`src/rtl/adam_aes_seq.sv`:
```
// Drives one AES job at a time through the register bus of an AES core: config, key, init, block, next, result.
// Optional key cache (skips key load and init for a repeated key): define ADAM_AES_SEQ_KEY_CACHE_EN.
module adam_aes_seq #(
    parameter int TIMEOUT_CYCLES = 1024
) (
    input  logic         clk,
    input  logic         reset_n,
    input  logic         req_valid,
    output logic         req_ready,
    input  logic [255:0] req_key,
    input  logic         req_keylen,
    input  logic         req_encdec,
    input  logic [127:0] req_block,
    output logic         rsp_valid,
    input  logic         rsp_ready,
    output logic [127:0] rsp_data,
    output logic         rsp_err,
    output logic         busy,
    output logic         aes_cs,
    output logic         aes_we,
    output logic [7:0]   aes_address,
    output logic [31:0]  aes_write_data,
    input  logic [31:0]  aes_read_data
);
    typedef enum logic [3:0] {
        IDLE, WCFG, WKEY, INIT, WAIT_RDY, WBLK, NEXT, WAIT_VLD, RRES, DONE
    } state_t;

    localparam logic [15:0] POLL_LAST = 16'(TIMEOUT_CYCLES - 1);

    state_t        state, state_next;
    logic [15:0]   count, count_next;
    logic [255:0]  job_key;
    logic          job_keylen;
    logic [127:0]  job_block;
    logic          accept, timeout, cache_hit;
    logic          cs_next, we_next;
    logic [7:0]    addr_next;
    logic [31:0]   wdata_next;

    function automatic logic [31:0] key_word(input logic [255:0] key, input logic [2:0] idx);
        logic [255:0] shifted;
        shifted = key << {idx, 5'd0};
        return shifted[255:224];
    endfunction

    function automatic logic [31:0] block_word(input logic [127:0] blk, input logic [1:0] idx);
        logic [127:0] shifted;
        shifted = blk << {idx, 5'd0};
        return shifted[127:96];
    endfunction

    assign accept = req_valid && req_ready;

    always_comb begin
        state_next = state;
        count_next = count;
        timeout    = 1'b0;
        case (state)
            IDLE:     if (accept) state_next = WCFG;
            WCFG:     state_next = cache_hit ? WBLK : WKEY;
            WKEY:     if (count[2:0] == {job_keylen, 2'b11}) state_next = INIT;
            INIT:     state_next = WAIT_RDY;
            // count 0 is the guard read right after the CTRL write; its STATUS may be stale
            WAIT_RDY: begin
                if (count != '0 && aes_read_data[0]) state_next = WBLK;
                else if (count == POLL_LAST) begin
                    state_next = DONE;
                    timeout    = 1'b1;
                end
            end
            WBLK:     if (count[1:0] == 2'd3) state_next = NEXT;
            NEXT:     state_next = WAIT_VLD;
            WAIT_VLD: begin
                if (count != '0 && aes_read_data[1]) state_next = RRES;
                else if (count == POLL_LAST) begin
                    state_next = DONE;
                    timeout    = 1'b1;
                end
            end
            RRES:     if (count[1:0] == 2'd3) state_next = DONE;
            DONE:     if (rsp_ready) state_next = IDLE;
            default:  state_next = IDLE;
        endcase

        if (state_next != state) count_next = '0;
        else if (state != IDLE && state != DONE) count_next = count + 16'd1;

        // Bus outputs are registered, so decode the access of the cycle being entered
        cs_next    = 1'b1;
        we_next    = 1'b0;
        addr_next  = '0;
        wdata_next = '0;
        case (state_next)
            WCFG: begin
                we_next    = 1'b1;
                addr_next  = 8'h28;
                wdata_next = {30'd0, req_keylen, req_encdec};
            end
            WKEY: begin
                we_next    = 1'b1;
                addr_next  = {3'b010, count_next[2:0], 2'b00};
                wdata_next = key_word(job_key, count_next[2:0]);
            end
            INIT: begin
                we_next    = 1'b1;
                addr_next  = 8'h20;
                wdata_next = 32'h1;
            end
            WAIT_RDY, WAIT_VLD: addr_next = 8'h24;
            WBLK: begin
                we_next    = 1'b1;
                addr_next  = {4'h8, count_next[1:0], 2'b00};
                wdata_next = block_word(job_block, count_next[1:0]);
            end
            NEXT: begin
                we_next    = 1'b1;
                addr_next  = 8'h20;
                wdata_next = 32'h2;
            end
            RRES:    addr_next = {4'hC, count_next[1:0], 2'b00};
            default: cs_next = 1'b0;
        endcase
    end

    always_ff @(posedge clk or negedge reset_n) begin
        if (!reset_n) begin
            state          <= IDLE;
            count          <= '0;
            req_ready      <= 1'b0;
            rsp_valid      <= 1'b0;
            rsp_err        <= 1'b0;
            rsp_data       <= '0;
            busy           <= 1'b0;
            aes_cs         <= 1'b0;
            aes_we         <= 1'b0;
            aes_address    <= '0;
            aes_write_data <= '0;
        end else begin
            state          <= state_next;
            count          <= count_next;
            req_ready      <= (state_next == IDLE);
            busy           <= (state_next != IDLE);
            rsp_valid      <= (state_next == DONE);
            aes_cs         <= cs_next;
            aes_we         <= we_next;
            aes_address    <= addr_next;
            aes_write_data <= wdata_next;
            if (timeout) begin
                rsp_err  <= 1'b1;
                rsp_data <= '0;
            end else if (state_next != DONE) begin
                rsp_err  <= 1'b0;
            end
            if (state == RRES) begin
                case (count[1:0])
                    2'd0:    rsp_data[127:96] <= aes_read_data;
                    2'd1:    rsp_data[95:64]  <= aes_read_data;
                    2'd2:    rsp_data[63:32]  <= aes_read_data;
                    default: rsp_data[31:0]   <= aes_read_data;
                endcase
            end
        end
    end

    logic job_encdec_unused;
    always_ff @(posedge clk) begin
        if (accept) begin
            job_key           <= req_key;
            job_keylen        <= req_keylen;
            job_encdec_unused <= req_encdec;
            job_block         <= req_block;
        end
    end

`ifdef ADAM_AES_SEQ_KEY_CACHE_EN
    logic         cache_valid;
    logic [255:0] cache_key;
    logic         cache_keylen;
    logic         key_loaded;

    assign key_loaded = (state == WAIT_RDY) && (state_next == WBLK);
    assign cache_hit  = cache_valid && (cache_key == job_key) && (cache_keylen == job_keylen);

    always_ff @(posedge clk or negedge reset_n) begin
        if (!reset_n) cache_valid <= 1'b0;
        else if (timeout) cache_valid <= 1'b0;
        else if (key_loaded) cache_valid <= 1'b1;
    end

    always_ff @(posedge clk) begin
        if (key_loaded) begin
            cache_key    <= job_key;
            cache_keylen <= job_keylen;
        end
    end
`else
    assign cache_hit = 1'b0;
`endif
endmodule

```
`config.mk`:
```
export PLATFORM = sky130hd
export DESIGN_NAME = adam_aes_seq
export DESIGN_NICKNAME = d
export VERILOG_FILES = /design/src/rtl/adam_aes_seq.sv
export SDC_FILE = /design/constraint.sdc
export NUM_CORES = 1
export LEC_CHECK = 0
export ABC_CLOCK_PERIOD_IN_PS = 14710
export BUFFER_PORTS_ARGS = -buffer_cell sky130_fd_sc_hd__buf_2
export CORE_AREA = 2 2 229 231
export DETAILED_ROUTE_END_ITERATION = 8
export DIE_AREA = 0 0 231 233
export GPL_ROUTABILITY_DRIVEN = 1
export PLACE_DENSITY = 0.69
export RECOVER_POWER = 50
export SETUP_SLACK_MARGIN = 0.4
export SLEW_MARGIN = 20
export SYNTH_ARGS = -nofsm -noshare
export SYNTH_HDL_FRONTEND = slang
export SYNTH_SLANG_ARGS = --single-unit
export TNS_END_PERCENT = 30
```
`constraint.sdc`:
```
create_clock -name clk -period 14.71 [get_ports clk]
set_input_delay 0.7355 -clock clk [delete_from_list [all_inputs] [get_ports clk]]
set_output_delay 0.7355 -clock clk [all_outputs]
set_load 0.005 [all_outputs]
```
Yosys cells after proc, flatten, opt, wreduce, memory -nomap -nowiden
Cells that the tools add are included.
{"block": "classes", "muxes": 27, "reduce_logical": 17, "addsub": 1, "shifts": 2, "eq_ne": 26}
{"op": "2-to-1 mux 128 bit", "n": 2}
{"op": "<< shifter 256 x 8 -> 256 bit", "n": 1}
{"op": "case mux 32 bit (5 select lines)", "n": 1}
{"op": "2-to-1 mux 32 bit", "n": 4}
{"op": "<< shifter 128 x 7 -> 128 bit", "n": 1}
{"op": "case mux 8 bit (6 select lines)", "n": 1}
{"op": "case mux 4 bit (10 select lines)", "n": 1}
{"op": "equality test 4 x 3 -> 1 bit (second input constant)", "n": 8}
{"op": "2-to-1 mux 16 bit", "n": 2}
{"op": "2-to-1 mux 4 bit", "n": 8}
{"op": "adder 16 x 1 -> 16 bit (second input constant)", "n": 1}
{"op": "equality test 16 x 10 -> 1 bit (second input constant)", "n": 1}
{"op": "equality test 4 x 2 -> 1 bit (second input constant)", "n": 4}
{"op": "equality test 4 bit (second input constant)", "n": 4}
{"op": "nonzero test 16 bit", "n": 1}
{"op": "equality test 4 x 1 -> 1 bit (second input constant)", "n": 2}
{"op": "zero test 4 bit", "n": 2}
{"op": "!= test 4 bit (second input constant)", "n": 2}
{"op": "nonzero test 4 bit", "n": 2}
{"op": "OR reduction 8 bit", "n": 1}
{"op": "2-to-1 mux 1 bit", "n": 7}
{"op": "OR reduction 5 bit", "n": 1}
{"op": "equality test 2 bit (second input constant)", "n": 2}
{"op": "logical AND 1 bit", "n": 4}
{"op": "other kinds (8)", "n": 10}
{"block": "totals", "output_inout_bits": 174, "regBits": 579}

Depth between registers and ports, before layout
{"block": "depth", "word_depth": 8, "ltp_mapped": 14, "depth_no_buf": 11}

Least setup slack after synthesis
No wires, ideal clock.
{"block": "synth_path", "path_kind": "input to register", "from": "in req_valid", "to": "reg aes_write_data[0]", "path_buffers": 0, "stages": 4, "slack_ns": 4.012, "setup_ns": 0.071, "required_ns": 14.639, "t_arrival_ns": 10.627, "path_cell_list": "and2_1 > and3_1 > a21oi_1 > nand4_1"}
{"block": "synth_via", "elab_chain_len": 7, "word_cells_on_any_way": 13, "classes_between": "6 x eq/ne; 2 x shift; 4 x mux; 1 x reduce/logical"}
{"element": "from (decl)", "line_no": "8", "rtl": "input logic req_valid,"}
{"element": "logical AND 1 bit (*)", "line_no": "53", "rtl": "assign accept = req_valid && req_ready;"}
{"element": "2-to-1 mux 4 bit (*)", "line_no": "60", "rtl": "IDLE: if (accept) state_next = WCFG;"}
{"element": "case mux 4 bit (10 select lines) (*)", "line_no": "59", "rtl": "case (state)"}
{"element": "!= test 4 bit", "line_no": "86", "rtl": "if (state_next != state) count_next = '0;"}
{"element": "2-to-1 mux 16 bit", "line_no": "86"}
{"element": "<< shifter 256 x 8 -> 256 bit or << shifter 128 x 7 -> 128 bit (tied branches)", "line_no": "43, 49"}
{"element": "case mux 32 bit (5 select lines) (*)", "line_no": "94", "rtl": "case (state_next)"}
{"element": "via wdata_next[0]", "line_no": "39", "rtl": "logic [31:0] wdata_next;"}
{"element": "to (signal assigned)", "line_no": "148", "rtl": "aes_write_data <= wdata_next;"}
{"element": "to (decl)", "line_no": "22", "rtl": "output logic [31:0] aes_write_data,"}
Mark *: on every way through the listed nets, which the timed path passes. The rest lies on a longest branch.
A chain may end at the register's enable or synchronous reset.

==> results.json <==
{
  "multiInputGateArea_um2": 5740,
  "failed_checks": "max-capacitance violations, max-slew violations",
  "grt_usage_pct": 25.9,
  "startpoint_type": "input port",
  "grt_max_degree": 86,
  "syn_inst": 1699,
  "hold_ws_ns": 0.295,
  "syn_area_um2": 22600,
  "crit_path_frequent_cell": "clkbuf_1",
  "yosysUniqueCellTypes": 68,
  "max_clock_freq_mhz": 147,
  "place.gp.congestion": 0.908,
  "finClkSkew_ns": 0.0268,
  "worstPathCellList": "clkbuf_1 > clkbuf_1",
  "stdcell_area_um2": 28000,
  "gr-total-overflow": 0,
  "grt_util_met1_pct": 31.5,
  "placeableCoreArea_um2": 51100,
  "dpl-instance-area_um2": 26100,
  "crit_buf_inv": 2,
  "ir_worst_vdd_mv": 0.150,
  "ys_ff_latch": 577,
  "die_h_um": 233,
  "finalSetupViolations": 0,
  "grt_pass1_wl_um": 102000,
  "fin_tns_setup_ns": 0,
  "path_clk_slew_ns": 0.06,
  "cts_root_buf": "clkbuf_16",
  "period_share_pct": 46.3,
  "synth_edf_count": 385,
  "status": "complete, but fails checks",
  "critPathSlowestCell": "clkbuf_1",
  "power_uw": 5460,
  "cts.sink_count": 577,
  "drc": 0,
  "worst_slew_pin_slew_ns": 4.37,
  "period_needed_ns": 6.81,
  "num-fill-cells": 4332,
  "path_max_fanout": 85,
  "initial_core_util_pct": 44.2,
  "relSlewSlack_pct": -191,
  "ys_warn_count": 0,
  "postCtsSetupRepairBufs": 0,
  "cts.path.max_buffers": 3,
  "wire_per_inst_um": 23.8,
  "async_flop_share_pct": 33.3,
  "die_w_um": 231,
  "htree_levels": 2,
  "clk_latency_ns": 0.62,
  "routed_via_density": 5.48,
  "cp_top_family": "buffers and inverters",
  "finalMaxSlewViolations": 255,
  "drive_above_1_share_pct": 27.6,
  "synthTopCellsByArea": "edfxtp_1, dfrtp_1, nand2_1, o21ai_0, mux2i_1",
  "leakagePower_uw": 0.0115,
  "startpoint": "reset_n",
  "syn_to_final_growth_pct": 24.1,
  "power_density_nw_per_um2": 195,
  "holdBufCountCts": 0,
  "cpPeakStageDelay_ns": 3.00,
  "grt.busiest_layer": "met2",
  "hp-class": "input port to flip-flop",
  "antenna_found_initial": 38,
  "use_met2_pct": 45.0,
  "worstSetupEndpointType": "async pin",
  "drt_iter0_drc": 1386,
  "crit_cells": 2,
  "routed_wl_um": 71400,
  "dp_hpwl_um": 50600,
  "grt.met3_usage_pct": 6.46,
  "dr.pass1.iters": 5,
  "nNetsFinal": 2690,
  "synth_top_area_share_pct": 51.2,
  "synth_top_area_cell": "edfxtp_1",
  "reg2reg_from": "req_ready",
  "regArea_um2": 16400,
  "grt_setup_unrepaired": "false",
  "min_from": "req_key[99]",
  "setup_slack_ns": 7.90,
  "grt_pass1_vias": 16055,
  "maxCapViolCount": 4,
  "num_rows": 83,
  "vias": 16464,
  "cts_tree": "built",
  "place_ws_ns": 9.95,
  "numCtsBuffers": 58,
  "synth-main-ff-cell": "edfxtp_1",
  "ys_seq_area_share_pct": 72.4,
  "ioPinCount": 596,
  "cts_resized": 0,
  "r2r_cells": 3,
  "required_ns": 14.56,
  "dieArea_um2": 53800,
  "avgSynthCellArea_um2": 13.3,
  "worstSetupPathType": "input port to async pin",
  "cp.arrival_ns": 6.66,
  "io_buffers": 593,
  "finalHoldViolations": 0,
  "drtAntennaViolNets": 0,
  "holdPathStages": 1
}
-- placed cells by master (no fill, tap or decap), drive strengths merged, types with 5 or more instances in the layout --
| cell | count |
|---|---|
| or4 | 5 |
| diode | 17 |
| xor2 | 9 |
| mux2 | 7 |
| xnor2 | 9 |
| inv | 17 |
| nand4 | 7 |
| mux2i | 46 |
| a21o | 10 |
| nor2 | 46 |
| bufinv | 5 |
| nand2 | 373 |
| edfxtp | 385 |
| or3 | 9 |
| o22a | 8 |
| a221oi | 19 |
| a221o | 5 |
| o31a | 5 |
| nand3 | 52 |
| o221a | 5 |
| a21oi | 9 |
| o21ai | 173 |
| o22ai | 6 |
| o211ai | 32 |
| and2 | 6 |
| buf | 511 |
| and3 | 17 |
| clkinv | 13 |
| dfrtp | 192 |
| a32o | 18 |
| clkbuf | 189 |
| a211oi | 13 |
| o221ai | 31 |
| a22oi | 24 |
-- report_power, final --
part / total, µW / internal, µW / leakage, µW / switching, µW
Combinational: 1790 / 605 / 0.00432 / 1180
Clock: 1510 / 891 / 0.000975 / 620
Sequential: 2160 / 2040 / 0.00617 / 114
-- per-stage QoR --
stage,cells,utilization [%]
after global routing,3002,54.8
after floorplan,1700,-
after detailed placement,2882,51.1
after CTS,2988,55.0
final,3007,54.9
after global placement,2882,51.1
-- registers in the layout, indices dropped and copies added, names as in the netlist, 4 cells and up --
| register | count |
|---|---|
| count | 16 |
| aes_write_data | 32 |
| job_block | 128 |
| state | 4 |
| job_key | 256 |
| rsp_data | 128 |
| aes_address | 6 |
-- cell usage after synthesis (22+ instances only) --
cell type	count
nand2_1	373
dfrtp_1	192
mux2i_1	46
nor2_1	46
a22oi_1	24
edfxtp_1	385
o211ai_1	32
o21ai_0	167
o221ai_1	31
nand3_1	52
buf_2	22
clkbuf_1	70
-- per-layer routing --
| layer | wire (µm) | vias up |
|---|---|---|
| li1 | - | 7434 |
| met1 | 26800 | 8043 |
| met3 | 6010 | 170 |
| met4 | 2390 | 22 |
| met2 | 36100 | 795 |
| met5 | 140 | - |
-- layout make-up --
cell class | count | area share, %
repair buffers | 615 | 10.8
clock inverters | 21 | 0.928
clock buffers | 85 | 6.09
diodes | 17 | 0.152
multi-input cells | 998 | 20.5
flip-flops and latches | 577 | 58.4
well taps | 680 | 3.03
inverters | 14 | 0.187
-- worst paths after layout --
check | to | slack, ns
min in group asynchronous | rsp_data[86] | 1.66
min | job_key[99] | 0.29
max reg2reg | job_block[68] | 9.13
min reg2reg | rsp_err | 0.48
max in group clk | job_block[68] | 9.13
max | aes_write_data[4] | 7.90
-- kinds of logic after synthesis --
| kind of cell | count (synthesis) | share of synthesized area, % |
|---|---|---|
| and+or+nand+nor | 545 | 10.4 |
| buffers and inverters | 125 | 2.45 |
| muxes | 53 | 2.39 |
| xor gates and xnor gates | 18 | 0.698 |
| adders and majority gates | 4 | 0.222 |
| AOI/OAI and AO/OA | 376 | 11.4 |
| other | 1 | 0.0166 |
| DFF | 577 | 72.4 |
(Power assumes the default switching activity.)
